$ cat config.mk
export PLATFORM = sky130hd
export DESIGN_NAME = watch_set_ctrl
export DESIGN_NICKNAME = d
export VERILOG_FILES = /design/src/rtl/watch_set_ctrl.sv
export SDC_FILE = /design/constraint.sdc
export NUM_CORES = 1
export LEC_CHECK = 0
export ABC_AREA = 1
export CAP_MARGIN = 20
export CORE_MARGIN = 2
export CORE_UTILIZATION = 55
export DETAILED_ROUTE_END_ITERATION = 6
export PLACE_DENSITY = 0.94
export SYNTH_ARGS = -nofsm -noshare
export SYNTH_HDL_FRONTEND = slang
export SYNTH_SLANG_ARGS = --single-unit
$ cat constraint.sdc
create_clock -name clk_cin -period 4.5 [get_ports clk_cin]
set_input_delay 0.9 -clock clk_cin [delete_from_list [all_inputs] [get_ports clk_cin]]
set_output_delay 0.9 -clock clk_cin [all_outputs]
set_load 0.005 [all_outputs]
$ cat src/rtl/watch_set_ctrl.sv
// Time-set controller for the digital watch: freezes the HH:MM:SS counter chain,
// edits a BCD shadow copy field by field, and commits it with a single load pulse.
module watch_set_ctrl #(
   parameter int TIMEOUT_S = 30,
   parameter int HOUR_MAX  = 23
) (
   input  logic        clk_cin,
   input  logic        rst,
   input  logic        tick_1hz,
   input  logic        key_mode,
   input  logic        key_sel,
   input  logic        key_inc,
   input  logic [23:0] cur_time,
   output logic        run_en,
   output logic [5:0]  load,
   output logic [23:0] preset,
   output logic [5:0]  blink_mask,
   output logic        editing
);

   localparam int            CW       = (TIMEOUT_S > 1) ? $clog2(TIMEOUT_S + 1) : 1;
   localparam logic [CW-1:0] TO_LAST  = CW'((TIMEOUT_S > 0) ? TIMEOUT_S - 1 : 0);
   localparam logic [7:0]    HOUR_BCD = 8'(((HOUR_MAX / 10) << 4) | (HOUR_MAX % 10));
   localparam logic [7:0]    MS_BCD   = 8'h59;

   typedef enum logic [2:0] {
      RUN,
      SET_H,
      SET_M,
      SET_S,
      COMMIT
   } state_t;

   state_t        state, state_nxt;
   logic [23:0]   shadow, shadow_nxt;
   logic [CW-1:0] to_cnt, to_cnt_nxt;
   logic          phase, phase_nxt;
   logic          in_edit, nxt_edit, expire, key_any;
   logic          mode_act, sel_act, inc_act;
   logic [5:0]    field_mask;

   // Anything at or above the wrap point (including garbage captured from the
   // counters) returns to 00, so the field always stays valid and in range.
   function automatic logic [7:0] bcd_inc(input logic [7:0] fld, input logic [7:0] max);
      logic [7:0] r;
      if (fld >= max)
         r = 8'h00;
      else if (fld[3:0] >= 4'd9)
         r = {fld[7:4] + 4'd1, 4'd0};
      else
         r = {fld[7:4], fld[3:0] + 4'd1};
      return r;
   endfunction

   always_comb begin
      state_nxt  = state;
      shadow_nxt = shadow;
      to_cnt_nxt = to_cnt;
      phase_nxt  = 1'b0;
      field_mask = 6'b000000;
      key_any    = key_mode | key_sel | key_inc;
      mode_act   = key_mode;
      sel_act    = key_sel & ~key_mode;
      inc_act    = key_inc & ~key_mode & ~key_sel;
      in_edit    = state inside {SET_H, SET_M, SET_S};
      expire     = (TIMEOUT_S != 0) && in_edit && tick_1hz && !key_any && (to_cnt == TO_LAST);

      case (state)
         RUN: begin
            if (mode_act) begin
               shadow_nxt = cur_time;
               state_nxt  = SET_H;
            end
         end
         SET_H, SET_M, SET_S: begin
            if (mode_act)
               state_nxt = COMMIT;
            else if (sel_act)
               state_nxt = (state == SET_H) ? SET_M : (state == SET_M) ? SET_S : SET_H;
            else if (inc_act) begin
               case (state)
                  SET_H:   shadow_nxt[23:16] = bcd_inc(shadow[23:16], HOUR_BCD);
                  SET_M:   shadow_nxt[15:8]  = bcd_inc(shadow[15:8], MS_BCD);
                  default: shadow_nxt[7:0]   = bcd_inc(shadow[7:0], MS_BCD);
               endcase
            end
            else if (expire)
               state_nxt = RUN;
         end
         default: state_nxt = RUN;
      endcase

      nxt_edit = state_nxt inside {SET_H, SET_M, SET_S};

      // Entering edit, leaving edit and any key press all restart the idle count.
      if (!nxt_edit || !in_edit || key_any)
         to_cnt_nxt = '0;
      else if (tick_1hz)
         to_cnt_nxt = to_cnt + 1'b1;

      if (nxt_edit && in_edit)
         phase_nxt = phase ^ tick_1hz;

      case (state_nxt)
         SET_H:   field_mask = 6'b110000;
         SET_M:   field_mask = 6'b001100;
         SET_S:   field_mask = 6'b000011;
         default: field_mask = 6'b000000;
      endcase
   end

   // Outputs are registered from the next-state view so they line up with state.
   always_ff @(posedge clk_cin) begin
      if (rst) begin
         state      <= RUN;
         shadow     <= '0;
         to_cnt     <= '0;
         phase      <= 1'b0;
         run_en     <= 1'b1;
         load       <= '0;
         preset     <= '0;
         blink_mask <= '0;
         editing    <= 1'b0;
      end
      else begin
         state      <= state_nxt;
         shadow     <= shadow_nxt;
         to_cnt     <= to_cnt_nxt;
         phase      <= phase_nxt;
         run_en     <= (state_nxt == RUN);
         load       <= {6{state_nxt == COMMIT}};
         blink_mask <= phase_nxt ? field_mask : 6'b000000;
         editing    <= nxt_edit;
         if (state_nxt == COMMIT)
            preset <= shadow_nxt;
      end
   end

endmodule
==> key figures <==
Timing
  • Max Fclk: 0.357 GHz
  • Worst slew margin: 0.389
  • Part of the cycle the worst path needs: 0.622
  • Min Hold Slack: 0.514 ns
  • Max Slew Vio Count: 0
  • Final Skew: 0.0125 ns
  • Final worst setup slack: 1.70 ns
  • Final setup TNS: 0 ns
  • Setup violations, final: 0
  • Tmin final: 2.80 ns
  • RSZ-0062 raised after global routing: false
  • Endpoints failing hold: 0
  • Worst-margin pin slew: 0.910 ns

Route
  • Vias: 3,693
  • WL/cell: 15.2 um
  • First-pass iteration count of the detailed router: 5
  • Vias per inst: 5.74
  • DRC: 0
  • Final ANT Viol Nets: 0
  • Routed WL: 9.75 mm
  • DR iter-0 viols: 330

Synth
  • Cell taking the most area after synthesis: dfxtp_1
  • Unique cell type count in the Yosys netlist: 41
  • Async set or reset register ratio after synthesis: 0
  • Yosys top cell area share: 0.352
  • Yosys warning total: 0
  • Top cells by area, synth: dfxtp_1, nand2_1, inv_1
  • Register bit count reported by yosys: 63
  • Top FF cell, synth: dfxtp_1
  • Register area share after synthesis: 0.352
  • EDFF count, synth: 0
  • Syn avg cell area: 7.11 um2
  • Gate Count Post-Synth: 504
  • Syn nets: 551
  • Mapped Area: 3580 um2

Worst setup path
  • R2r worst-path depth: 11
  • Crit path required time: 4.79 ns
  • WP data arrival: 3.09 ns
  • R2r startpoint: state[2]$_SDFF_PP0_
  • CP Launch Point: key_mode
  • CP Max Fanout: 16
  • Startpoint Class: input port
  • CP endpoint kind: flip-flop
  • WS Path Type: input port to flip-flop

Clock tree
  • H-tree depth: 3
  • Clock-pin slew on the worst setup and hold paths: 0.07 ns
  • Setup Buffers After CTS: 0
  • CTS tree: yes
  • CTS hold repair buffers: 0
  • CTS-repair resized insts: 0
  • CTS Buf Count: 9
  • Clock sinks: 63
  • Max Buffers Root-to-Sink: 2
  • Root Buffer: clkbuf_8
  • Clk_lat worst skew: 0.35 ns

Floorplan
  • Die H: 84.7 um
  • Cell row count: 29
  • Die Width: 84.7 um
  • Die area: 7180 um2
  • Initial Utilization: 0.568
  • Core area: 6310 um2
  • IO Pins: 68

Place
  • Placer Congestion: 0.869
  • Port Buf Inserts: 67
  • Pre-CTS setup slack: 1.43 ns
  • Post-DP HPWL: 6.59 mm

GRT
  • First-pass GRT wire length: 15.8 mm
  • Initial antenna violation count: 0
  • Global route overflow: 0
  • Total GRT Usage: 0.274
  • Vias in the first global route: 3,496
  • Largest net degree at the start of global routing: 49

Layout
  • Most frequent cells in the layout: nand2_1, inv_1, clkdlybuf4s50_1, dfxtp_1, nand3_1
  • Ant. Diodes: 0
  • Nets: 608
  • Most frequent standard cell in the layout excluding fill and tap cells: nand2_1
  • Fillcell total: 485
  • Layout area overhead: 23.1%
  • Layout cells sized above 1: 0.0777

Worst hold path
  • Hold Path Cell Cnt: 2
  • Hold_sp: preset[11]$_SDFFE_PP0P_
  • Worst hold path type: flip-flop to flip-flop

Job
  • Max-cap violation count: 0

Outcome
  • Status: finished, final reports clean

Pwr
  • Pwr Density: 310 nW/um2
  • Leak: 1.99 nW
  • Max IR drop VDD: 0.000217 V
-- report_power, final --
part | switching, mW | internal [mW] | leakage, nW
clock network | 0.228 | 0.271 | 0.0936
registers | 0.0260 | 0.589 | 0.515
logic | 0.147 | 0.109 | 1.39
total | 0.401 | 0.969 | 1.99
-- final timing paths --
check                             to  slack, ns
min reg2reg  preset[11]$_SDFFE_PP0P_       0.51
min          preset[11]$_SDFFE_PP0P_       0.51
max reg2reg   preset[6]$_SDFFE_PP0P_       2.30
max                run_en$_SDFF_PP1_       1.70
-- sequential cells by signal (all words and copies together), names as in the netlist --
signal and flops:
editing 1, shadow 24, preset 24, state 3, load 1, phase 1
to_cnt 5, blink_mask 3, run_en 1
-- cells by family (layout without fill, tap and decap cells) --
group,Yosys count,after routing,synth area share
DFF,63,63,0.352
muxes,1,1,0.00279
xor gates and xnor gates,8,8,0.0196
AOI/OAI and AO/OA,96,96,0.165
adders and majority gates,17,17,0.0594
buffers and inverters,101,163,0.123
and+or+nand+nor,218,218,0.279
-- worst max-delay path: stages --
cell	delay, ns
clkdlybuf4s50_1	0.72
inv_2	0.32
nand2_1	0.14
nor2_1	0.14
nand3_1	0.12
nand2_1	0.10
nand2_1	0.08
nand2_1	0.14
nand3_2	0.14
nand2_1	0.10
inv_1	0.10
nor2_1	0.08
-- metal layers --
| layer | GRT usage | wire length [um] | vias to the layer above |
|---|---|---|---|
| met4 | 0.114 | 271 | 0 |
| met1 | 0.331 | 3770 | 1702 |
| met5 | 0 | 0 | - |
| li1 | - | - | 1732 |
| met3 | 0.0600 | 926 | 34 |
| met2 | 0.472 | 4780 | 225 |
-- per-stage QoR --
stage | instance area [um2] | instances | utilization | total power [mW]
finish | 4410 | 643 | 0.699 | 1.37
global route | 4410 | 643 | 0.699 | 1.42
CTS | 4410 | 643 | 0.699 | 1.36
detailed placement | 4220 | 627 | 0.669 | 0.873
global placement | 4220 | 627 | 0.669 | 0.864
floorplan | 3580 | 504 | - | 0.777
-- Yosys cell counts, types with 4 or more instances --
cell,count
buf_4,11
nand4_1,9
o21ai_1,7
o21ai_0,23
o211ai_1,6
clkbuf_1,4
buf_2,7
dfxtp_1,63
xor2_1,7
nor3_1,4
inv_1,68
ha_1,17
nand2_1,116
nor2_4,7
inv_2,7
o21a_1,17
nor2_1,34
nand3_1,37
a21oi_1,26
a22oi_1,4
-- final cells by class --
| cell class | instances | area, um2 | share of cell area |
|---|---|---|---|
| multi-input combinational | 340 | 1880 | 0.427 |
| timing repair buffer | 69 | 686 | 0.155 |
| clock buffer | 13 | 149 | 0.0337 |
| tap | 77 | 96.3 | 0.0218 |
| inverter | 78 | 295 | 0.0669 |
| clock inverter | 3 | 42.5 | 0.00964 |
| sequential | 63 | 1260 | 0.286 |
Note: power is estimated with default switching activity, not from simulation.
